==> src/rtl/vdp_pkg.sv <==
// vdp_pkg: access codes, status bit positions, register indices and FSM state for the VDP CPU port
package vdp_pkg;
    localparam int DEF_VADDR_W = 14;
    localparam int DEF_CRAM_AW = 5;
    localparam logic [1:0] CODE_VRD = 2'd0;
    localparam logic [1:0] CODE_VWR = 2'd1;
    localparam logic [1:0] CODE_REG = 2'd2;
    localparam logic [1:0] CODE_CRAM = 2'd3;
    localparam int ST_VBLANK = 7;
    localparam int ST_SPR_OVF = 6;
    localparam int ST_COLL = 5;
    localparam logic [7:0] ST_FILL = 8'h1F;
    localparam logic [3:0] REG_IEN_LINE = 4'd0;
    localparam logic [3:0] REG_IEN_FRAME = 4'd1;
    localparam logic [3:0] REG_CNT_CLR = 4'd15;
    typedef enum logic {VS_IDLE, VS_BUSY} vram_state_t;
endpackage

==> src/rtl/vdp_vram_sched.sv <==
// vdp_vram_sched: one-op pending slot feeding an IDLE/BUSY req/ack VRAM engine
// VDP_OVERRUN_CNT_EN adds the overrun pulse output used by the debug counter.
module vdp_vram_sched
    import vdp_pkg::*;
#(
    parameter int VADDR_W = DEF_VADDR_W
) (
    input  logic               clk,
    input  logic               reset,
    input  logic               push,
    input  logic               push_we,
    input  logic [VADDR_W-1:0] push_addr,
    input  logic [7:0]         push_data,
    input  logic               vram_ack,
    output logic               vram_req,
    output logic               vram_we,
    output logic [VADDR_W-1:0] vram_addr,
    output logic [7:0]         vram_wrdata,
`ifdef VDP_OVERRUN_CNT_EN
    output logic               overrun,
`endif
    output logic               rd_ack
);
    vram_state_t state, state_nx;
    logic slot_v, slot_we, op_we, take;
    logic [VADDR_W-1:0] slot_addr, op_addr;
    logic [7:0] slot_data, op_data;

    assign take = state == VS_IDLE && slot_v;

    always_ff @(posedge clk or posedge reset) begin
        if (reset) state <= VS_IDLE;
        else state <= state_nx;
    end

    // an ack in the issue cycle completes the op without entering BUSY
    always_comb begin
        state_nx = (take && !vram_ack) ? VS_BUSY : (state == VS_BUSY && vram_ack) ? VS_IDLE : state;
    end

    always_comb begin
        vram_req = take || state == VS_BUSY;
        vram_we = take ? slot_we : op_we;
        vram_addr = take ? slot_addr : op_addr;
        vram_wrdata = take ? slot_data : op_data;
        rd_ack = vram_ack && vram_req && !vram_we;
`ifdef VDP_OVERRUN_CNT_EN
        overrun = push && slot_v && !take;
`endif
    end

    always_ff @(posedge clk or posedge reset) begin
        if (reset) begin
            slot_v <= 1'b0;
            slot_we <= 1'b0;
            slot_addr <= '0;
            slot_data <= '0;
            op_we <= 1'b0;
            op_addr <= '0;
            op_data <= '0;
        end else begin
            if (push) begin
                slot_v <= 1'b1;
                slot_we <= push_we;
                slot_addr <= push_addr;
                slot_data <= push_data;
            end else if (take) begin
                slot_v <= 1'b0;
            end
            if (take) begin
                op_we <= slot_we;
                op_addr <= slot_addr;
                op_data <= slot_data;
            end
        end
    end
endmodule

==> src/rtl/vdp_port_ctrl.sv <==
// vdp_port_ctrl: SMS VDP CPU port ($BE data, $BF control/status) decode, flags and irq
// VDP_OVERRUN_CNT_EN enables the saturating pending-slot overwrite counter on dbg_overrun_cnt.
module vdp_port_ctrl
    import vdp_pkg::*;
#(
    parameter int VADDR_W = DEF_VADDR_W,
    parameter int CRAM_AW = DEF_CRAM_AW
) (
    input  logic               clk,
    input  logic               reset,
    input  logic               io_portsel,
    input  logic [7:0]         io_wrdata,
    input  logic               io_wren,
    input  logic               io_rddone,
    output logic [7:0]         io_rddata,
    output logic               vram_req,
    output logic               vram_we,
    output logic [VADDR_W-1:0] vram_addr,
    output logic [7:0]         vram_wrdata,
    input  logic               vram_ack,
    input  logic [7:0]         vram_rddata,
    output logic               cram_we,
    output logic [CRAM_AW-1:0] cram_addr,
    output logic [7:0]         cram_wrdata,
    output logic               reg_we,
    output logic [3:0]         reg_idx,
    output logic [7:0]         reg_val,
    input  logic               vblank_stb,
    input  logic               line_irq_stb,
    input  logic               spr_ovf_stb,
    input  logic               spr_coll_stb,
    output logic               irq,
    output logic [7:0]         dbg_overrun_cnt
);
    logic ctl_wr, dat_wr, dat_rd, st_rd, ctl2, reg_hit, cram_hit, push, rd_ack, flag;
    logic [VADDR_W-1:0] addr, ctl_addr, push_addr;
    logic [1:0] code;
    logic [7:0] rbuf, status;
    logic vblank_flag, spr_ovf_flag, coll_flag, line_pending, ien_frame, ien_line;
    logic vblank_nx, spr_ovf_nx, coll_nx, line_nx, ien_frame_nx, ien_line_nx;
`ifdef VDP_OVERRUN_CNT_EN
    logic overrun;
`endif

    always_comb begin
        ctl_wr = io_wren && io_portsel;
        dat_wr = io_wren && !io_portsel;
        dat_rd = io_rddone && !io_portsel;
        st_rd = io_rddone && io_portsel;
        ctl2 = ctl_wr && flag;
        ctl_addr = {io_wrdata[VADDR_W-9:0], addr[7:0]};
        reg_hit = ctl2 && io_wrdata[7:6] == CODE_REG;
        cram_hit = dat_wr && code == CODE_CRAM;
        push = (ctl2 && io_wrdata[7:6] == CODE_VRD) || (dat_wr && !cram_hit) || dat_rd;
        push_addr = ctl2 ? ctl_addr : addr;
        // the register value is the first control byte, still held in addr[7:0]
        ien_line_nx = (reg_hit && io_wrdata[3:0] == REG_IEN_LINE) ? addr[4] : ien_line;
        ien_frame_nx = (reg_hit && io_wrdata[3:0] == REG_IEN_FRAME) ? addr[5] : ien_frame;
        vblank_nx = vblank_stb || (vblank_flag && !st_rd);
        spr_ovf_nx = spr_ovf_stb || (spr_ovf_flag && !st_rd);
        coll_nx = spr_coll_stb || (coll_flag && !st_rd);
        line_nx = line_irq_stb || (line_pending && !st_rd);
        status = ST_FILL;
        status[ST_VBLANK] = vblank_flag;
        status[ST_SPR_OVF] = spr_ovf_flag;
        status[ST_COLL] = coll_flag;
        io_rddata = io_portsel ? status : rbuf;
    end

    always_ff @(posedge clk or posedge reset) begin
        if (reset) begin
            addr <= '0;
            code <= CODE_VRD;
            flag <= 1'b0;
            rbuf <= 8'h00;
            vblank_flag <= 1'b0;
            spr_ovf_flag <= 1'b0;
            coll_flag <= 1'b0;
            line_pending <= 1'b0;
            ien_frame <= 1'b0;
            ien_line <= 1'b0;
            irq <= 1'b0;
            reg_we <= 1'b0;
            reg_idx <= '0;
            reg_val <= '0;
            cram_we <= 1'b0;
            cram_addr <= '0;
            cram_wrdata <= '0;
        end else begin
            if (ctl2) begin
                addr <= ctl_addr + VADDR_W'(io_wrdata[7:6] == CODE_VRD);
                code <= io_wrdata[7:6];
            end else if (ctl_wr) begin
                addr[7:0] <= io_wrdata;
            end else if (dat_wr || dat_rd) begin
                addr <= addr + VADDR_W'(1);
            end
            flag <= ctl_wr ? !flag : (io_wren || io_rddone) ? 1'b0 : flag;
            // a CPU data write beats a read ack landing in the same cycle
            rbuf <= dat_wr ? io_wrdata : rd_ack ? vram_rddata : rbuf;
            vblank_flag <= vblank_nx;
            spr_ovf_flag <= spr_ovf_nx;
            coll_flag <= coll_nx;
            line_pending <= line_nx;
            ien_frame <= ien_frame_nx;
            ien_line <= ien_line_nx;
            irq <= (vblank_nx && ien_frame_nx) || (line_nx && ien_line_nx);
            reg_we <= reg_hit;
            if (reg_hit) begin
                reg_idx <= io_wrdata[3:0];
                reg_val <= addr[7:0];
            end
            cram_we <= cram_hit;
            if (cram_hit) begin
                cram_addr <= addr[CRAM_AW-1:0];
                cram_wrdata <= io_wrdata;
            end
        end
    end

    vdp_vram_sched #(.VADDR_W(VADDR_W)) u_sched (
        .clk        (clk),
        .reset      (reset),
        .push       (push),
        .push_we    (dat_wr),
        .push_addr  (push_addr),
        .push_data  (io_wrdata),
        .vram_ack   (vram_ack),
        .vram_req   (vram_req),
        .vram_we    (vram_we),
        .vram_addr  (vram_addr),
        .vram_wrdata(vram_wrdata),
`ifdef VDP_OVERRUN_CNT_EN
        .overrun    (overrun),
`endif
        .rd_ack     (rd_ack)
    );

`ifdef VDP_OVERRUN_CNT_EN
    always_ff @(posedge clk or posedge reset) begin
        if (reset) dbg_overrun_cnt <= 8'h00;
        else if (reg_we && reg_idx == REG_CNT_CLR) dbg_overrun_cnt <= 8'h00;
        else if (overrun && dbg_overrun_cnt != 8'hFF) dbg_overrun_cnt <= dbg_overrun_cnt + 8'd1;
    end
`else
    assign dbg_overrun_cnt = 8'h00;
`endif
endmodule

==> config.mk <==
export PLATFORM = sky130hd
export DESIGN_NAME = vdp_port_ctrl
export DESIGN_NICKNAME = d
export VERILOG_FILES = /design/src/rtl/vdp_pkg.sv /design/src/rtl/vdp_vram_sched.sv /design/src/rtl/vdp_port_ctrl.sv
export SDC_FILE = /design/constraint.sdc
export NUM_CORES = 1
export LEC_CHECK = 0
export BUFFER_PORTS_ARGS = -buffer_cell sky130_fd_sc_hd__buf_4
export CAP_MARGIN = 25
export CORE_MARGIN = 2
export CORE_UTILIZATION = 52
export CTS_BUF_LIST = sky130_fd_sc_hd__clkbuf_4
export DETAILED_ROUTE_END_ITERATION = 8
export HOLD_SLACK_MARGIN = 0.03
export PLACE_DENSITY = 0.75
export SETUP_SLACK_MARGIN = 0.3
export SYNTH_ARGS = -nofsm -noshare
export SYNTH_HDL_FRONTEND = slang
export SYNTH_SLANG_ARGS = --single-unit
==> constraint.sdc <==
create_clock -name clk -period 4.8 [get_ports clk]
set_input_delay 0.96 -clock clk [delete_from_list [all_inputs] [get_ports clk]]
set_output_delay 0.96 -clock clk [all_outputs]
set_load 0.01 [all_outputs]
* Word-level counts from Yosys, hierarchy flattened
Index checks and enable logic that the tools add are counted. W data, S select, Z words.
Cells by class: reductions and logical operators 47, equality and inequality tests 4, multiplexer cells 19, add/sub/neg operators 2, bitwise gates (word level) 1
Operators with widths (number):
- $mux W14 | 4
- $mux W8 | 5
- $logic_and A1 B1 Y1 | 22
- $add A14 B1 Y14 | 1
- $add A14 B1 Y14 const B | 1
- $logic_or A1 B1 Y1 | 10
- $reduce_bool A2 Y1 | 5
- $mux W1 | 9
- $logic_not A1 Y1 | 6
- $mux W6 | 1
- $eq A2 B2 Y1 const B | 2
- $eq A4 B1 Y1 const B | 1
- $logic_not A4 Y1 | 1
- $reduce_bool A3 Y1 | 1
- $logic_not A2 Y1 | 1
- $ne A2 B1 Y1 const B | 1
- $reduce_and A2 Y1 | 1
- $not A1 Y1 | 1
Word-level totals: output and inout bits 68, input port bits 26, register bits after elaboration 107, logic and storage cells 99

* Depth between registers and ports, before layout
word-level depth 8, gate-level depth with buffers 8, depth with buffers taken out 7

* Hierarchy
From an unflattened synthesis, not the netlist that was laid out.
Second synthesis, totals: cell total of the unflattened synthesis 430, area total of the unflattened synthesis 5082.4 um^2
Modules (own cells, without submodules):
- vdp_port_ctrl | times used 1, area each 3168.0 um^2, sequential area each 1476.4 um^2, cells each 322
- vdp_vram_sched | times used 1, area each 1914.3 um^2, sequential area each 1201.2 um^2, cells each 108

* Least setup slack after synthesis
No wires, ideal clock.
kind input-to-output, start point in io_portsel, end point out io_rddata[5], stages 4, required time 3.840 ns, buffers on the path 3, setup slack 1.908 ns, arrival 1.932 ns, cells stage by stage buf_4 -> buf_2 -> clkbuf_1 -> mux2_2
Between the ends: longest elaborated chain between the ends 1
RTL lines:
- from (decl) | RTL line vdp_port_ctrl.sv:11 | input logic io_portsel,
- $mux W8 | RTL line vdp_port_ctrl.sv:67 | io_rddata = io_portsel ? status : rbuf;
- to (decl) | RTL line vdp_port_ctrl.sv:15 | output logic [7:0] io_rddata,
Every way passes these cells.

* Final worst setup path
start point reg u_sched.state, end point out vram_wrdata[6]
Between the ends: longest elaborated chain between the ends 3
RTL lines:
- from (decl) | RTL line vdp_vram_sched.sv:24 | vram_state_t state, state_nx;
- from (signal assigned) | RTL line vdp_vram_sched.sv:33 | else state <= state_nx;
- $not A1 Y1 | RTL line vdp_vram_sched.sv:29 | assign take = state == VS_IDLE && slot_v;
- $logic_and A1 B1 Y1 | RTL line vdp_vram_sched.sv:29
- $mux W8 | RTL line vdp_vram_sched.sv:45 | vram_wrdata = take ? slot_data : op_data;
- to (decl) | RTL line vdp_port_ctrl.sv:19 | output logic [7:0] vram_wrdata,
Every way passes these cells.

==> impl_metrics.ini <==
[run_status]
status = completed

[timing]
hold_viol_final = 0
relSlewSlack_pct = 45.2
holdWs_ns = 0.482
fmax_ghz = 0.333
period_minus_slack_ns = 3.00
drv_slew = 0
min_period_over_period_pct = 62.5
setup_viol = 0
finClkSkew_ns = 0.0189
tightestPinTransition_ns = 0.820
rsz0062_at_grt = false
fin_tns_setup_ns = 0

[grt]
grt_pass1_wl_mm = 19.3
antenna_found_initial = 0
overflow = 0
grt_max_degree = 78
track_usage_pct = 24.3
grt_pass1_vias = 3648

[place]
dpl.hpwl_mm = 8.25
place_area_mm2 = 0.00571
place_inst = 620
gp_congestion = 0.915
io_buffers = 85

[finish]
fin_nets = 532
drive_gt1_share_pct = 38.1
nFillCells = 783
antenna_cells = 0
instances_no_fill = 635
area_delta_synth_final_pct = 16.5
final_area_mm2 = 0.00589

[logic_synthesis]
netlist-cell-type-count = 60
yosysSeqAreaShare_pct = 53.0
synth_ff_type = dfrtp_1
ys_ff_latch = 107
synth_edf_count = 0
syn_area_mm2 = 0.00505
synthArstFlopShare_pct = 100
syn_avg_cell_area_um2 = 11.7
ys_warn_count = 0
synth_cells = 432

[cts]
cts_hold_buf = 0
cts_setup_buffers = 0
insertion_delay_ns = 0.46
cts_max_level = 3
cts_tree = built
post_cts_resized = 0
cts.sinks = 107
cts_root_buf = clkbuf_4
cts_buffers = 9
clock_path_buffers = 2
cts.clk_slew.worst_paths_ns = 0.15

[setup_path]
crit_required_ns = 3.84
crit_chain = nand2b_1, buf_8, mux2_2, buf_4
end_kind = output port
crit_path_max_fanout = 15
cp_slowest_cell = dfrtp_1
cpPeakStageDelay_ns = 0.42
critPathArrivalTime_ns = 2.04
path_delay_family = flip-flops
startpoint_type = flop
worstSetupPathType = reg2out
crit_buf_inv = 2

[floorplan]
initial_core_util_pct = 54.2
chipHeight_um = 103
die_area_mm2 = 0.0105
rows = 35
die_w_um = 103
core_area_mm2 = 0.00933
pin_count = 94

[power_and_ir_drop]
total_power_uw = 2680
max-vdd-ir-drop_mv = 0.231
leakage_uw = 0.00276
powerDensity_mw_per_mm2 = 455

[flow_run]
cap_violations = 0

[route]
dr.first_iter.drc_count = 267
drtPass1Iterations = 5
drc = 0
wl_per_cell_um = 19.2
num_vias = 3702
wirelength_mm = 12.2
antenna_left = 0
vias_per_cell = 5.83

[worst_hold_path]
hp-class = in2async
## synth_stat cells (2+ instances only)
library cell	n	share of area [%]
xnor2_1	2	0.35
a22o_1	4	0.69
mux2_2	74	16
nand2b_1	4	0.50
and3_1	9	1.1
o31ai_1	3	0.45
nand3b_1	2	0.30
o21bai_1	2	0.30
xor2_1	2	0.35
a211o_1	2	0.35
a221o_1	3	0.59
nor2b_1	4	0.50
inv_1	8	0.59
a31o_2	2	0.35
a21oi_1	13	1.3
a221oi_1	2	0.35
nor3_1	2	0.20
mux2i_1	11	2.2
a31oi_1	3	0.37
buf_4	10	1.5
nand3_1	10	0.99
a211oi_1	4	0.59
o21ai_0	13	1.3
nand4_1	3	0.37
or2_2	6	0.74
nand2_1	47	3.5
a2111oi_0	3	0.52
a32oi_1	2	0.35
nor2_1	14	1.0
ha_1	3	0.74
or4_1	2	0.30
buf_2	17	1.7
nor3b_1	2	0.30
a21o_1	4	0.59
and4_1	3	0.52
clkbuf_1	7	0.52
dfrtp_1	107	53
## cells in the final DEF (no fill, tap or decap), drive strengths merged, types with 7 or more instances in the layout
master    n
mux2i    11
clkbuf    9
and3      9
o21ai    14
or2       7
dfrtp   107
buf      89
nand2    47
conb      8
a21oi    15
nand3    10
inv       8
mux2     75
nor2     15
## cell families after synthesis
logic type,share of synthesized area (%)
AOI/OAI and AO/OA,10.3
xor gates and xnor gates,0.693
muxes,18.9
buffers and inverters,4.58
other,0.0742
and+or+nand+nor,11.8
DFF,53.0
adders and majority gates,0.743
## state kept, by name, indices dropped and copies added (netlist names), 2 cells and up
signal and flops:
addr 14, u_sched.op_addr 14, u_sched.slot_addr 14, cram_wrdata 8, rbuf 8, reg_val 8, u_sched.op_data 8, u_sched.slot_data 8
cram_addr 5, reg_idx 4, code 2
## final timing paths
path                                      startpoint                                to  slack (ns)  cells past startpoint
setup / recovery           u_sched.state$_DFFE_PP0P_                    vram_wrdata[6]        1.80                      4
hold / removal                                 reset               addr[6]$_DFFE_PP0P_        0.48                      2
setup reg to reg                    flag$_DFFE_PP0P_  u_sched.slot_data[2]$_DFFE_PP0P_        2.52                      4
hold reg to reg               spr_ovf_flag$_DFF_PP0_            spr_ovf_flag$_DFF_PP0_        0.50                      1
max in group asynchronous                      reset               addr[0]$_DFFE_PP0P_        3.58                      3
min in group clk              spr_ovf_flag$_DFF_PP0_            spr_ovf_flag$_DFF_PP0_        0.50                      1
## area by class of cell
cell class	instances	area (µm²)	share of cell area (%)
inverter	8	32.5	0.553
timing repair buffer	89	696	11.8
multi-input combinational	288	2170	36.9
clock buffer	9	67.6	1.15
tap	129	161	2.74
clock inverter	5	80.1	1.36
sequential	107	2680	45.5
## where the power goes
| group | switching, µW | leakage (µW) | internal, µW |
|---|---|---|---|
| clock network | 275 | 0.0000755 | 205 |
| registers | 198 | 0.00130 | 1160 |
| logic | 372 | 0.00139 | 470 |
## metal layers
| layer | share of wire, % | track usage, % |
|---|---|---|
| met1 | 42 | 33.2 |
| met3 | 7.2 | 5.97 |
| met2 | 50 | 39.6 |
| met4 | 1.6 | 5.95 |
| met5 | 0 | 0 |
## through the flow
step	setup slack [ns]	util, %
detailed placement	1.96	61.2
finish	1.80	63.1
global route	1.64	63.1
floorplan	1.02	-
CTS	1.75	62.8
global placement	1.96	61.1
No activity file was read; power rests on OpenSTA's default activity.
